**config.mk**
```make
export PLATFORM = sky130hd
export DESIGN_NAME = sdram_wb_arbiter
export DESIGN_NICKNAME = d
export VERILOG_FILES = /design/src/rtl/sdram_wb_arbiter.sv
export SDC_FILE = /design/constraint.sdc
export NUM_CORES = 1
export LEC_CHECK = 0
export ABC_CLOCK_PERIOD_IN_PS = 3000
export BUFFER_PORTS_ARGS = -buffer_cell sky130_fd_sc_hd__buf_2
export CORE_AREA = 2 2 116 118
export DETAILED_ROUTE_END_ITERATION = 12
export DIE_AREA = 0 0 118 120
export MAX_ROUTING_LAYER = met4
export PLACE_DENSITY = 0.75
export SYNTH_ARGS = -nofsm -noshare
export SYNTH_HDL_FRONTEND = slang
export SYNTH_SLANG_ARGS = --single-unit
export TNS_END_PERCENT = 1
```
**constraint.sdc**
```tcl
create_clock -name clk_i -period 3 [get_ports clk_i]
set_input_delay 0.15 -clock clk_i [delete_from_list [all_inputs] [get_ports clk_i]]
set_output_delay 0.15 -clock clk_i [all_outputs]
set_load 0.01 [all_outputs]
```
**src/rtl/sdram_wb_arbiter.sv**
```systemverilog
// Round-robin arbiter that shares the single sdram_wish_if master port among N_PORTS requesters.
// One single-word access is in flight at a time; the winner gets read data and a done/err pulse.
module sdram_wb_arbiter #(
  parameter int N_PORTS       = 4,
  parameter int AW            = 32,
  parameter int DW            = 16,
  parameter int START_TIMEOUT = 8
) (
  input  logic                  clk_i,
  input  logic                  rst_ni,
  input  logic [N_PORTS-1:0]    m_req_i,
  input  logic [N_PORTS-1:0]    m_we_i,
  input  logic [N_PORTS*AW-1:0] m_addr_i,
  input  logic [N_PORTS*DW-1:0] m_wdat_i,
  output logic [N_PORTS-1:0]    m_ack_o,
  output logic [N_PORTS-1:0]    m_err_o,
  output logic [DW-1:0]         m_rdat_o,
  output logic [N_PORTS-1:0]    m_gnt_o,
  output logic [AW-1:0]         s_addr_o,
  output logic [DW-1:0]         s_dat_o,
  output logic                  s_we_o,
  output logic                  s_stb_o,
  input  logic                  s_cyc_i,
  input  logic [DW-1:0]         s_dat_i
);

  localparam int PW = (N_PORTS > 1) ? $clog2(N_PORTS) : 1;
  localparam int CW = $clog2(START_TIMEOUT + 1);

  typedef enum logic [2:0] {
    IDLE,
    ISSUE,
    WAIT_START,
    WAIT_DONE,
    ACK
  } state_t;

  state_t        state;
  logic [PW-1:0] last;
  logic [PW-1:0] winner;
  logic          found;
  logic [CW-1:0] cnt;

  // Search last+1, last+2, ... (mod N_PORTS) for the first pending request.
  // NOTE: every variable driven here gets a default first so no latch is inferred.
  always_comb begin
    winner = '0;
    found  = 1'b0;
    for (int i = 1; i <= N_PORTS; i++) begin
      int idx;
      idx = (int'(last) + i) % N_PORTS;
      if (!found && m_req_i[idx[PW-1:0]]) begin
        found  = 1'b1;
        winner = idx[PW-1:0];
      end
    end
  end

  // NOTE: all state and outputs use non-blocking assignments so every register
  // samples the values from before the clock edge.
  always_ff @(posedge clk_i or negedge rst_ni) begin
    if (!rst_ni) begin
      state    <= IDLE;
      last     <= PW'(N_PORTS - 1);
      cnt      <= '0;
      m_ack_o  <= '0;
      m_err_o  <= '0;
      m_rdat_o <= '0;
      m_gnt_o  <= '0;
      s_addr_o <= '0;
      s_dat_o  <= '0;
      s_we_o   <= 1'b0;
      s_stb_o  <= 1'b0;
    end else begin
      // Pulse outputs default low and are raised only for the cycle that needs them.
      m_ack_o <= '0;
      m_err_o <= '0;
      s_stb_o <= 1'b0;
      case (state)
        IDLE: begin
          if (found && !s_cyc_i) begin
            s_addr_o <= m_addr_i[int'(winner)*AW +: AW];
            s_dat_o  <= m_wdat_i[int'(winner)*DW +: DW];
            s_we_o   <= m_we_i[winner];
            m_gnt_o  <= N_PORTS'(1) << winner;
            last     <= winner;
            s_stb_o  <= 1'b1;
            state    <= ISSUE;
          end
        end
        ISSUE: begin
          cnt   <= '0;
          state <= WAIT_START;
        end
        WAIT_START: begin
          if (s_cyc_i) begin
            state <= WAIT_DONE;
          end else if (cnt == CW'(START_TIMEOUT - 2)) begin
            // ACK lands exactly START_TIMEOUT cycles after the strobe cycle.
            m_err_o <= m_gnt_o;
            state   <= ACK;
          end else begin
            cnt <= cnt + CW'(1);
          end
        end
        WAIT_DONE: begin
          if (!s_cyc_i) begin
            if (!s_we_o) m_rdat_o <= s_dat_i;
            m_ack_o <= m_gnt_o;
            state   <= ACK;
          end
        end
        ACK: begin
          m_gnt_o <= '0;
          s_we_o  <= 1'b0;
          state   <= IDLE;
        end
        default: state <= IDLE;
      endcase
    end
  end

endmodule

```
==> out/qor.yml, run 1 <==
synth-seq-cells: 87
clkTransAtPathRegs_ps: 70
drive_gt1_frac: 0.4616
cap_violations: 0
power_mw: 5.816
holdBufCountCts: 1
placed_cell_area_um2: 6349
synth.most_common_cell: "nand3_1"
dp.cells: 903
cp-start-kind: "flip-flop"
max_freq_ghz: 0.4261
drc: 0
syn_nets: 684
finalWirelength_mm: 15.50
p_leak_nw: 3.306
num_vias: 5039
min_period_ps: 2347
start_util: 0.3616
worstPathRequired_ps: 3210
syn2layout_area_growth_pct: 42.84
die_w_um: 118
hold_class: "in -> reg"
grt_max_degree: 67
use_met3: 0.03850
dp_hpwl_mm: 11.31
rsz0062_at_grt: "no"
gp_congestion: 0.9405
use_met1: 0.2762
ys_warn_count: 0
antenna_found_initial: 0
post_drt_wl_per_cell_um: 16.87
seqPwrFrac: 0.343
end_kind: "flip-flop"
ant_nets: 0
cts_buffer_depth: 2
slew_headroom: 0.5390
synth.distinct_cells: 43
finalNonFillerCells: 919
synth_commonest_cells: "nand3_1, dfrtp_1, a32oi_1"
syn_area_per_cell_um2: 10.14
hold_viol_final: 0
placementRows: 42
cts_tree: "yes"
synth_top_area_frac: 0.4532
grtUsageTotal: 0.2203
grt_pass1_vias: 4861
crit_fanout: 29
top_usage_layer: "met2"
slowest_stage: "dfstp_2"
switching_share: 0.3799
irDropWorstVdd_mv: 0.3689
synth_top_cell_by_area: "dfrtp_1"
ys_seq_area_frac: 0.4644
arrival_ps: 2560
internal_power_mw: 3.606
min_period_over_period: 0.7824
ios: 297
fin_worst_skew_ps: 14.34
antennaDiodeCount: 0
crit_top_cell: "buf_4"
synthCells: 463
synth_edf_count: 0
netlist_area_um2: 4693
grt_overflow: 0
worst_pin_slew_ps: 688.9
path_cells: "mux2i_1, a2bb2oi_2, nand2_2, buf_4, buf_4, a22oi_1, nor2_1"
clock_sinks: 87
coreArea_um2: 12980
setup_slack_ps: 652.9
clkPwrFrac: 0.222
worstSetupPathType: "reg -> reg"
cts_inserted_buffers: 9
clk_latency_ps: 340
clockRootBuffer: "clkbuf_16"
p_comb_frac: 0.436
synthTopCellsByArea: "dfrtp_1, nand3_1, a32oi_1"
cts_setup_buffers: 0
die_y_um: 120
drt_iter0_drc: 264
synth_ff_type: "dfrtp_1"
cts_resized: 0
fin_tns_setup_ps: 0
cellPowerDensity_nw_per_um2: 867.5
vias_per_cell: 5.483
drv_slew: 0
status: "complete, no violations"
cts_max_level: 3
cpPeakStageDelay_ps: 610
finalSetupViolations: 0
portBuffers: 296
pre_cts_slack_ps: 645.6
grt_use_met2: 0.3543
grt_pass1_wl_mm: 24.32
async_flop_share: 1.000
drtPass1Iterations: 5
p_sw_mw: 2.210
die_area_um2: 14160
nets: 960
finalInstanceArea_um2: 6704
==> state kept, by name (all words and copies together), names as in the netlist <==
register / flops
m_ack_o: 4
cnt: 4
s_addr_o: 32
m_gnt_o: 4
m_err_o: 4
state: 3
s_stb_o: 1
s_dat_o: 16
m_rdat_o: 16
s_we_o: 1
last: 2
==> layer usage <==
metal / routed length (µm) / vias up
met5: 0 / -
met4: 473 / 0
met3: 1037 / 42
met2: 7530 / 254
met1: 6459 / 2399
li1: - / 2344
==> layout make-up <==
type / count / area, µm²
tap: 176 / 220.2
inverter: 3 / 11.26
clock inverter: 5 / 106.4
sequential: 87 / 2180
multi-input combinational: 326 / 2316
fill: 1240 / 6276
timing repair buffer: 312 / 1632
clock buffer: 10 / 239.0
==> per-stage QoR <==
stage          hold WS (ps)  utilization
6_report              28.59       0.5165
5_1_grt               14.69       0.5165
4_1_cts               17.11       0.5165
3_5_place_dp          230.2       0.4891
3_3_place_gp          228.7       0.4891
2_1_floorplan        -145.6            -
==> layout by cell type, fill, tap and decap left out, types with 9 or more instances in the layout <==
master	count
mux2i_1	30
a32oi_1	48
mux2_1	10
dfrtp_1	85
clkbuf_16	9
o211ai_1	29
and2_1	9
nand3_1	92
nor2_1	11
a21o_1	21
buf_4	14
buf_2	295
o21ai_0	22
==> worst max-delay path: cells and delay by family (launching register included) <==
family	cells	cell delay, ps
buffers and inverters	2	560
flip-flops	1	610
AO/OA/AOI/OAI	2	340
multiplexers	1	270
AND/OR/NAND/NOR	2	430
==> worst paths after layout <==
| kind | from | endpoint | slack [ps] | cells after the start |
|---|---|---|---|---|
| max | last[1] | m_gnt_o[1] | 650 | 7 |
| min | s_dat_i[8] | m_rdat_o[8] | 30 | 2 |
| max reg2reg | last[1] | m_gnt_o[1] | 650 | 7 |
| min reg2reg | m_rdat_o[9] | m_rdat_o[9] | 480 | 1 |
| max in group asynchronous | rst_ni | s_addr_o[29] | 1890 | 3 |
| min in group asynchronous | rst_ni | s_addr_o[7] | 390 | 2 |
==> power groups by stage <==
stage               Combinational (mW)  Clock (mW)  Sequential (mW)
floorplan                         1.37           0             2.15
global placement                  2.49           0             2.00
detailed placement                2.55           0             1.99
CTS                               2.55        1.32             1.99
global route                      2.75        1.38             2.05
finish                            2.53        1.29             1.99
==> cell families after synthesis <==
| group | after synthesis | synth area share |
|---|---|---|
| adders and majority gates | 2 | 0.005331 |
| and+or+nand+nor | 137 | 0.1533 |
| buffers and inverters | 50 | 0.04879 |
| AOI/OAI and AO/OA | 140 | 0.2239 |
| DFF | 87 | 0.4644 |
| xor gates and xnor gates | 1 | 0.001867 |
| muxes | 46 | 0.1024 |
(Power assumes the default switching activity.)
==> run 2: changes to the inputs <==
Settings changed: ABC_CLOCK_PERIOD_IN_PS 3000 to 2500, CORE_AREA 2 2 116 118 to 2 2 114 116, DIE_AREA 0 0 118 120 to 0 0 116 118, PLACE_DENSITY 0.75 to 0.77.
Clock period 3 ns to 2.5 ns, I/O delays scaled along.
==> run 2 against run 1 <==
  * Total power increased by 17%
  * Cell count increased by 0.44%
  * Count of clock-buffer cells in the layout decreased by 1
  * Critical path type unchanged
==> out/qor.yml, run 2 (synthesis gave the netlist of run 1 again) <==
layout_commonest_cell: "buf_2"
worst_hold_slack_ps: 12.04
crit_buf_inv: 1
regToRegEndpoint: "s_addr_o[17]"
rsz0062_at_grt: "no"
ant_nets: 0
dp_hpwl_mm: 11.21
clockRootBuffer: "clkbuf_16"
reg2reg_slack_ps: 380
pre_cts_slack_ps: 412.9
grt_pass1_vias: 4860
finalNonFillerCells: 923
min_to: "m_rdat_o[8]"
cts_resized: 0
cp-startpoint: "state[0]"
dp.cells: 899
cts_tree: "yes"
grt_overflow: 0
coreArea_um2: 12410
grt_pass1_wl_mm: 24.53
die_area_um2: 13690
holdBufCountCts: 8
cts_max_level: 3
critPathTopFamily: "simple AND/OR/NAND/NOR gates"
ios: 297
syn2layout_area_growth_pct: 43.75
nets: 967
top_regs: "s_addr_o x32, m_rdat_o x16, s_dat_o x16"
hold_viol_final: 0
worstSetupPathType: "reg -> reg"
hold_class: "in -> reg"
layout_common_cells: "buf_2, nand3_1, dfrtp_1"
fin_tns_setup_ps: 0
worstRegToRegCells: 6
crit_fanout: 54
clk_latency_ps: 340
drt_iter0_drc: 293
min_period_over_period: 0.8463
portBuffers: 296
worstPathRequired_ps: 2750
path_cells: "nor2_1, or4b_4, nor3_4, buf_12, a32oi_1, o211ai_1"
num_vias: 4998
drc: 0
arrival_ps: 2370
grt_max_degree: 55
cts_inserted_buffers: 9
gp_congestion: 0.8873
placementRows: 41
drv_slew: 0
end_kind: "flip-flop"
cpPeakStageDelay_ps: 530
grtUsageTotal: 0.2318
largest_reg_flops: 32
cap_violations: 0
max_freq_ghz: 0.4727
fin_util: 0.5434
cts_setup_buffers: 0
min_period_ps: 2116
post_drt_wl_per_cell_um: 16.84
cellPowerDensity_nw_per_um2: 1009
largest_register: "s_addr_o"
timing.rr.start: "state[0]"
cts_buffer_depth: 2
die_w_um: 116
p_leak_nw: 3.318
status: "complete, no violations"
finalSetupViolations: 0
die_y_um: 118
finalWirelength_mm: 15.55
hp-start: "s_dat_i[8]"
clkTransAtPathRegs_ps: 60
vias_per_cell: 5.415
fin_worst_skew_ps: 5.889
clock_sinks: 87
slew_headroom: 0.5908
antenna_found_initial: 0
start_util: 0.3780
antennaDiodeCount: 0
slowest_stage: "or4b_4"
drive_gt1_frac: 0.4581
worst_pin_slew_ps: 613.9
drtPass1Iterations: 6
whs_path_depth: 2
cp-start-kind: "flip-flop"
irDropWorstVdd_mv: 0.3518
setup_slack_ps: 384.3
-- run 2: cell count changes in the layout (fill, tap and decap cells not counted), sizes merged --
| cell | delta |
|---|---|
| bufinv | -2 |
| clkbuf | -1 |
| clkinv | +2 |
| clkinvlp | +1 |
| dlygate4sd3 | +7 |
| inv | +1 |
-- run 2: how the worst max path moves through the flow --
stage	end	cells after the start
finish	s_addr_o[17]	6
floorplan	s_dat_o[0]	7
CTS	s_addr_o[17]	6
global route	s_addr_o[28]	6
detailed placement	s_addr_o[20]	6
global placement	s_addr_o[28]	6
-- run 2: where the power goes --
part	internal (mW)	switching [mW]	total, mW
Clock	0.776	0.575	1.35
Combinational	1.34	1.73	3.07
Sequential	2.01	0.381	2.39
-- run 2: area by class of cell --
class | count | area [µm²]
Clock inverter | 7 | 72.57
Sequential cell | 87 | 2180
Inverter | 3 | 11.26
Timing Repair Buffer | 319 | 1727
Tap cell | 172 | 215.2
Clock buffer | 9 | 225.2
Multi-Input combinational cell | 326 | 2316
Fill cell | 1205 | 5668
-- run 2: through the flow --
stage | total power, mW | area [µm²]
after floorplan | 4.224 | 4693
after global placement | 5.393 | 6369
after detailed placement | 5.465 | 6369
after CTS | 6.845 | 6746
after global routing | 7.269 | 6746
final | 6.809 | 6746
-- run 2: worst register-to-register path: stages, from the launching register on --
cell	delay, ps
dfrtp_1	440
nor2_1	190
or4b_4	530
nor3_4	310
buf_12	270
a32oi_1	170
o211ai_1	130
-- run 2: layer usage --
layer / wire length (µm) / track usage
met5: 0 / -
met4: 275 / 0.07589
met2: 7925 / 0.3845
met1: 6428 / 0.2886
met3: 918 / 0.03502
